## config.mk

```make
export PLATFORM = sky130hd
export DESIGN_NAME = multicycle_control_unit
export DESIGN_NICKNAME = d
export VERILOG_FILES = /design/src/rtl/multicycle_control_unit.sv
export SDC_FILE = /design/constraint.sdc
export NUM_CORES = 1
export LEC_CHECK = 0
export BUFFER_PORTS_ARGS = -buffer_cell sky130_fd_sc_hd__clkbuf_2
export CORE_MARGIN = 8
export CORE_UTILIZATION = 52
export DETAILED_ROUTE_END_ITERATION = 12
export GPL_TIMING_DRIVEN = 0
export HOLD_SLACK_MARGIN = 0.15
export PLACE_DENSITY = 0.79
export SYNTH_ARGS = -nofsm -noshare
export SYNTH_HDL_FRONTEND = slang
export SYNTH_SLANG_ARGS = --single-unit
```

## constraint.sdc

```tcl
create_clock -name clk -period 2.2 [get_ports clk]
set_input_delay 0.22 -clock clk [delete_from_list [all_inputs] [get_ports clk]]
set_output_delay 0.22 -clock clk [all_outputs]
set_load 0.1 [all_outputs]
```

## src/rtl/multicycle_control_unit.sv

```systemverilog
// Multi-cycle LEGv8 control unit: fetches an opcode over a ready handshake, decodes it
// into the 9-bit control word and sequences FETCH/DECODE/EXEC/MEM/WB with phase-exact strobes.
module multicycle_control_unit #(
  parameter bit EN_BRANCH = 1'b1,
  parameter int CNT_W     = 16
) (
  input  logic             clk,
  input  logic             reset,
  input  logic [10:0]      opcode,
  input  logic             imem_ready,
  input  logic             dmem_ready,
  input  logic             zero,
  output logic [8:0]       con_signals,
  output logic             imem_req,
  output logic             dmem_req,
  output logic             ir_write,
  output logic             pc_write,
  output logic             reg_write_en,
  output logic             mem_write_en,
  output logic             uncond,
  output logic             illegal,
  output logic [CNT_W-1:0] retired,
  output logic [2:0]       state
);

  localparam logic [2:0] S_FETCH  = 3'd0;
  localparam logic [2:0] S_DECODE = 3'd1;
  localparam logic [2:0] S_EXEC   = 3'd2;
  localparam logic [2:0] S_MEM    = 3'd3;
  localparam logic [2:0] S_WB     = 3'd4;
  localparam logic [2:0] S_TRAP   = 3'd7;

  localparam logic [2:0] K_R   = 3'd0;
  localparam logic [2:0] K_LD  = 3'd1;
  localparam logic [2:0] K_ST  = 3'd2;
  localparam logic [2:0] K_CBZ = 3'd3;
  localparam logic [2:0] K_B   = 3'd4;
  localparam logic [2:0] K_ILL = 3'd5;

  // Control word: {Reg2Loc, Branch, MemRead, MemtoReg, ALUOp[1:0], MemWrite, ALUSrc, RegWrite}
  localparam logic [8:0] CON_R   = 9'b000010001;
  localparam logic [8:0] CON_LD  = 9'b001100011;
  localparam logic [8:0] CON_ST  = 9'b100000110;
  localparam logic [8:0] CON_CBZ = 9'b110001000;
  localparam logic [8:0] CON_B   = 9'b010000000;

  logic [2:0]       state_q, state_d;
  logic [10:0]      opcode_q, opcode_d;
  logic [2:0]       kind_q, kind_d;
  logic [8:0]       con_q, con_d;
  logic             uncond_q, uncond_d;
  logic [CNT_W-1:0] retired_q, retired_d;

  logic [2:0] dec_kind;
  logic [8:0] dec_con;
  logic       retire;
  logic       imem_req_c, dmem_req_c, ir_write_c, pc_write_c, reg_write_c, mem_write_c;

  always_comb begin
    dec_kind = K_ILL;
    dec_con  = '0;
    casez (opcode_q)
      11'b10001011000, 11'b11001011000,
      11'b10001010000, 11'b10101010000: begin
        dec_kind = K_R;
        dec_con  = CON_R;
      end
      11'b11111000010: begin
        dec_kind = K_LD;
        dec_con  = CON_LD;
      end
      11'b11111000000: begin
        dec_kind = K_ST;
        dec_con  = CON_ST;
      end
      11'b10110100???: begin
        if (EN_BRANCH) begin
          dec_kind = K_CBZ;
          dec_con  = CON_CBZ;
        end
      end
      11'b000101?????: begin
        if (EN_BRANCH) begin
          dec_kind = K_B;
          dec_con  = CON_B;
        end
      end
      default: begin
        dec_kind = K_ILL;
        dec_con  = '0;
      end
    endcase
  end

  always_comb begin
    state_d     = state_q;
    opcode_d    = opcode_q;
    kind_d      = kind_q;
    con_d       = con_q;
    uncond_d    = uncond_q;
    retired_d   = retired_q;
    retire      = 1'b0;
    imem_req_c  = 1'b0;
    dmem_req_c  = 1'b0;
    ir_write_c  = 1'b0;
    pc_write_c  = 1'b0;
    reg_write_c = 1'b0;
    mem_write_c = 1'b0;

    case (state_q)
      S_FETCH: begin
        imem_req_c = 1'b1;
        if (imem_ready) begin
          opcode_d   = opcode;
          ir_write_c = 1'b1;
          pc_write_c = 1'b1;
          state_d    = S_DECODE;
        end
      end
      S_DECODE: begin
        kind_d   = dec_kind;
        con_d    = dec_con;
        uncond_d = (dec_kind == K_B);
        state_d  = (dec_kind == K_ILL) ? S_TRAP : S_EXEC;
      end
      S_EXEC: begin
        case (kind_q)
          K_R:        state_d = S_WB;
          K_LD, K_ST: state_d = S_MEM;
          K_CBZ: begin
            pc_write_c = zero;
            retire     = 1'b1;
            state_d    = S_FETCH;
          end
          K_B: begin
            pc_write_c = 1'b1;
            retire     = 1'b1;
            state_d    = S_FETCH;
          end
          default:    state_d = S_TRAP;
        endcase
      end
      S_MEM: begin
        dmem_req_c  = 1'b1;
        mem_write_c = con_q[2] && dmem_ready;
        if (dmem_ready) begin
          if (kind_q == K_LD) begin
            state_d = S_WB;
          end else begin
            retire  = 1'b1;
            state_d = S_FETCH;
          end
        end
      end
      S_WB: begin
        reg_write_c = con_q[0];
        retire      = 1'b1;
        state_d     = S_FETCH;
      end
      S_TRAP:  state_d = S_TRAP;
      // Unused encodings can only come from an upset; park them like an illegal opcode
      default: state_d = S_TRAP;
    endcase

    if (retire) begin
      retired_d = retired_q + CNT_W'(1);
    end
  end

  always_ff @(posedge clk) begin
    if (reset) begin
      state_q   <= S_FETCH;
      opcode_q  <= '0;
      kind_q    <= K_R;
      con_q     <= '0;
      uncond_q  <= 1'b0;
      retired_q <= '0;
    end else begin
      state_q   <= state_d;
      opcode_q  <= opcode_d;
      kind_q    <= kind_d;
      con_q     <= con_d;
      uncond_q  <= uncond_d;
      retired_q <= retired_d;
    end
  end

  // Strobes are combinational in their phase, so a reset cycle must mask them explicitly
  assign imem_req     = imem_req_c  & ~reset;
  assign dmem_req     = dmem_req_c  & ~reset;
  assign ir_write     = ir_write_c  & ~reset;
  assign pc_write     = pc_write_c  & ~reset;
  assign reg_write_en = reg_write_c & ~reset;
  assign mem_write_en = mem_write_c & ~reset;

  assign con_signals = con_q;
  assign uncond      = uncond_q;
  assign illegal     = (state_q == S_TRAP);
  assign retired     = retired_q;
  assign state       = state_q;

endmodule

```

# ---- After elaboration in Yosys (flattened, before gate mapping)
# Index checks and enable logic that the tools add are counted.
dict set report op_classes {
  add_sub_neg 1
  n_reduce_logical 8
  eq_ne 21
  muxes 20
  n_bitwise 7
}
# cell count
set ops {}
lappend ops {{11-bit equality test (second input constant)} 6}
lappend ops {{9-bit one-hot mux with 5 select lines} 1}
lappend ops {{3-bit one-hot mux with 5 select lines} 2}
lappend ops {{16-bit by 1-bit adder with 16-bit output (second input constant)} 1}
lappend ops {{3-bit equality test (second input constant)} 5}
lappend ops {{3-bit by 2-bit equality test with 1-bit output (second input constant)} 4}
lappend ops {{3-bit two-way mux} 4}
lappend ops {{1-bit two-way mux} 9}
lappend ops {{3-bit one-hot mux with 3 select lines} 1}
lappend ops {{8-bit equality test (second input constant)} 1}
lappend ops {{1-bit bitwise AND} 6}
lappend ops {{3-bit by 1-bit equality test with 1-bit output (second input constant)} 2}
lappend ops {{6-bit by 3-bit equality test with 1-bit output (second input constant)} 1}
lappend ops {{3-bit zero test} 2}
lappend ops {{2-bit inequality test (second input constant)} 2}
lappend ops {{1-bit one-hot mux with 2 select lines} 2}
lappend ops {{2-bit AND reduction} 2}
lappend ops {{2-bit OR reduction} 2}
lappend ops {{4-bit OR reduction} 1}
lappend ops {{1-bit one-hot mux with 3 select lines} 1}
lappend ops {{1-bit logical AND} 1}
lappend ops {{1-bit NOT} 1}
dict set report word_totals {
  ff_bits 43
  output_inout_bits 36
}

# ---- Longest topological paths before layout
dict set report logic_depth {
  ltp_word 6
  mapped_depth 6
  ltp_nobuf 5
}

# ---- Worst setup path before layout
# OpenSTA, ideal clock, no wires.
dict set report synth_path {
  path_type {flip-flop to output port}
  start {reg state_q[0], in the netlist state[0]}
  end {out pc_write}
  path_stages_with_launch 5
  slack_ps -3069
  t_arrival_ps 5049
  n_path_buf 1
  cell_sequence {dfxtp_1 > buf_2 > nor4_1 > nand2_1 > o31ai_1}
}
dict set report synth_via {
  elab_chain_len 3
}
# item line_no
set synth_rtl {}
lappend synth_rtl {{start: declaration} 47} ;# logic [2:0] state_q, state_d;
lappend synth_rtl {{start signal: assignment} 179} ;# state_q <= state_d;
lappend synth_rtl {{3-bit by 2-bit equality test with 1-bit output or 3-bit zero test (tied branches)} 110} ;# case (state_q)
lappend synth_rtl {{1-bit one-hot mux with 2 select lines *} 110}
lappend synth_rtl {{1-bit bitwise AND *} 192} ;# assign pc_write = pc_write_c & ~reset;
lappend synth_rtl {{end: declaration} 17} ;# output logic pc_write,
# Every way passes the cells marked *; elsewhere a longest branch is shown, timed or not.

# ---- Final worst setup path
dict set report layout_path {
  start {reg state_q[2], in the netlist state[2]}
  end {out reg_write_en}
}
dict set report layout_via {
  elab_chain_len 3
}
# item line_no
set layout_rtl {}
lappend layout_rtl {{3-bit equality test} 110}
lappend layout_rtl {{1-bit two-way mux} 110}
lappend layout_rtl {{1-bit bitwise AND} 193} ;# assign reg_write_en = reg_write_c & ~reset;
lappend layout_rtl {{end: declaration} 18} ;# output logic reg_write_en,
# No other way between the ends.

==> metrics.md <==
| Metric | Value |
|---|---|
| Final instance area | 0.002554 mm² |
| Max-slew violations | 0 |
| Overall power | about 3.1 mW |
| Comb power frac | between 50% and 60% |
| Synth top cells by count | dfxtp_1, nand2_1, nor2_1, a21oi_1 |
| WP data required | just under 2 ns |
| Share of post-route cells with drive strength above 1 | 27.01% |
| Drt first-iter violations | 84 |
| Pwr Density | about 1200 mW/mm² |
| Diode count | 0 |
| Post-Syn Area | roughly 0.002 mm² |
| Die W | just under 80 µm |
| CTS tree | done |
| Arr. time, crit path | ~1.9 ns |
| Clk buf depth | 2 |
| Clock Skew | about 0.0063 ns |
| Clock Sinks | between 40 and 50 |
| Vias in the first global route | around 1,900 |
| Fin. Hold Viols | 0 |
| Post-synthesis adder-cell area fraction | less than 1% |
| CTS Buf Count | 5 |
| Clock slew at reported path FFs | 0.08 ns |
| Post-Synth XOR/XNOR Area | around 6.5% |
| Worst Hold Slack | around 0.16 ns |
| Crit Path Category | register to primary output |
| # rows | 22 |
| Vias/cell | between 5 and 6 |
| Synth cell types | between 40 and 50 |
| Post-layout net count | around 330 |
| Root buffer cell | clkbuf_8 |
| Post-DP HPWL | 3843 µm |
| DRC viols | 0 |
| DP Cell Count | ~350 |
| Slew margin rel. | 51.33% |
| Die Y-Extent | 78.40 µm |
| Total Wirelength | 4960 µm |
| Syn_area_per_cell | between 8 and 9 µm² |
| Clk pwr share | approximately 15% |
| Initial cell density of the core | 54.48% |
| Core area | around 0.0037 mm² |
| Net Switching | approximately 1.6 mW |
| Wire length of the first global-routing pass | between 8000 and 9000 µm |
| Worst-path maximum fanout | 10 |
| GRT Total Usage | approximately 16% |
| CP startpoint kind | register |
| Top cell type's share of synthesized area | 40.54% |
| Gate Count Post-Synth | about 250 |
| Pin count of the biggest net entering global routing | 12 |
| Finished Layout Cells | approximately 360 |
| Worst skew pair latency | roughly 0.28 ns |
| Final setup viols | 0 |
| Crit path time final | between 2 and 2.5 ns |
| # H-tree levels | 2 |
| EDFF count, synth | 0 |
| Syn. warnings | 0 |
| PortBufs | 50 |
| Internal Power | approximately 1.5 mW |
| Fmax | 478.0 MHz |
| Leakage power | 1.005 nW |
| Via count | around 2,000 |
| Most frequent cell after synthesis | dfxtp_1 |
| Pre-antenna DRT Iters | 4 |
| Post-Synth Simple-Gate Area | roughly 28% |
| Grt ovf | 0 |
| Post-synth top area cell | dfxtp_1 |
| Drt wl/cell | about 14 µm |
| Synth Area in Compound Gates | between 20% and 30% |
| Max_cap viols | 0 |
| Ranking of synthesized cells by area | dfxtp_1, nand2_1, a21oi_1, nor2_1, xor2_1 |
| Net Sw Frac | about half |
| Outcome | completed |
| Dpl cell area | roughly 0.0024 mm² |
| Slew @ Worst Pin | 0.7200 ns |
| Mux contribution to synthesized area | 0% |
| DRT antenna net count | 0 |
| FF+latch count, synth | 41 |
| Ratio of final minimum period to clock period | a little over nine tenths |
| Most used DFF post-synth | dfxtp_1 |
| # IOs | between 50 and 60 |
| Syn_nets | 265 |
| RSZ-0062 raised after global routing | no |
| Overall die area | approximately 0.0061 mm² |
| Largest family of logic cells by synthesized area | simple AND/OR/NAND/NOR gates |
| Worst vdd ir | between 0.0006 and 0.0007 V |
| Flop pwr share | 32.3% |
| Filler Cell Count | 318 |
| Antenna violations before repair | 0 |
| Register area share after synthesis | 40.54% |
| HP Class | input port to register |
| Layout area overhead | 26.14% |
| FFs w/ async S/R, synth | 0% |
| GP Congestion | around 0.84 |
| CP endpoint kind | primary output |
[per-stage QoR]
step,util [%],TNS (ns),setup slack [ns]
after CTS,68.72,0,0.09555
after detailed placement,65.22,0,0.05554
after floorplan,-,-1.048,-0.4599
after global placement,65.22,0,0.05502
final,68.72,0,0.1081
after global routing,68.72,0,0.02282
[kinds of logic after synthesis]
logic type	count (synthesis)
AND/OR/NAND/NOR	115
buffers and inverters	17
adder cells (fa/ha/maj)	1
AO/OA/AOI/OAI	59
flip-flops	41
XOR/XNOR	15
[flip-flops by register name, indices dropped and copies added (netlist names)]
signal and cells:
con_signals 7, kind_q 3, opcode_q 11, retired 16, state 3, uncond 1
[routing by layer]
| metal | vias to the layer above | part of all wire [%] | GRT usage [%] |
|---|---|---|---|
| met1 | 911 | 46 | 19.22 |
| met4 | 0 | 1.3 | 6.481 |
| met2 | 57 | 47 | 26.35 |
| met3 | 7 | 6.3 | 4.100 |
| met5 | - | 0 | 0 |
| li1 | 1008 | - | - |
[final cells by class]
type                    count  area (µm²)  area share, %
flip-flops and latches     41       834.6          32.68
clock buffers               8       80.08          3.136
plain buffers              14       78.83          3.087
multi-input cells         190        1185          46.40
repair buffers             55       300.3          11.76
inverters                   3       15.01         0.5879
well taps                  48       60.06          2.352
[power by group through the flow]
stage	sequential (mW)	clock [mW]	combinational [mW]
floorplan	1.36	0	1.01
global placement	1.01	0	1.60
detailed placement	1.02	0	1.63
CTS	1.00	0.470	1.64
global route	1.03	0.502	1.75
finish	1.00	0.462	1.64
[path summary, 6_finish.rpt]
check | start | endpoint | slack, ns | depth (start not counted)
min reg2reg | opcode_q[0] | opcode_q[0] | 0.46 | 2
max reg2reg | state[0] | retired[14] | 0.28 | 7
min | opcode[10] | opcode_q[10] | 0.16 | 3
max | state[2] | reg_write_en | 0.11 | 4
[timing repair]
| item | in CTS | in global routing |
|---|---|---|
| setup buffers | 1 | 0 |
| hold buffers | 4 | 0 |
| endpoints found under the setup margin | 1 | 1 |
| gates resized for setup | 1 | 1 |
| endpoints found under the hold margin | 4 | 0 |
| pin swaps | 1 | 0 |
[cells in the final DEF, fill, tap and decap left out, drive strengths merged, types with 2 or more instances in the layout]
cell          n
nand2b        3
and2          3
nor2b         2
clkbuf       66
o2111ai       3
nand4         6
o31ai         3
nor2         30
nand2        39
inv           2
or3           3
xor2          8
xnor2         7
a21oi        23
nor3b         4
buf           7
and3          4
a2111oi       3
o21ai        12
nor4          3
nand3         4
dfxtp        41
nor3          6
o211ai        4
dlygate4sd3   4
a311oi        2
a211oi        5
nand4bb       2
[worst max-delay path, stage by stage (launching register included)]
cell and delay, ns:
dfxtp_4 0.36, buf_6 0.13, or3b_4 0.44, nor3b_4 0.18, clkbuf_2 0.48
Note: power is estimated with default switching activity, not from simulation.
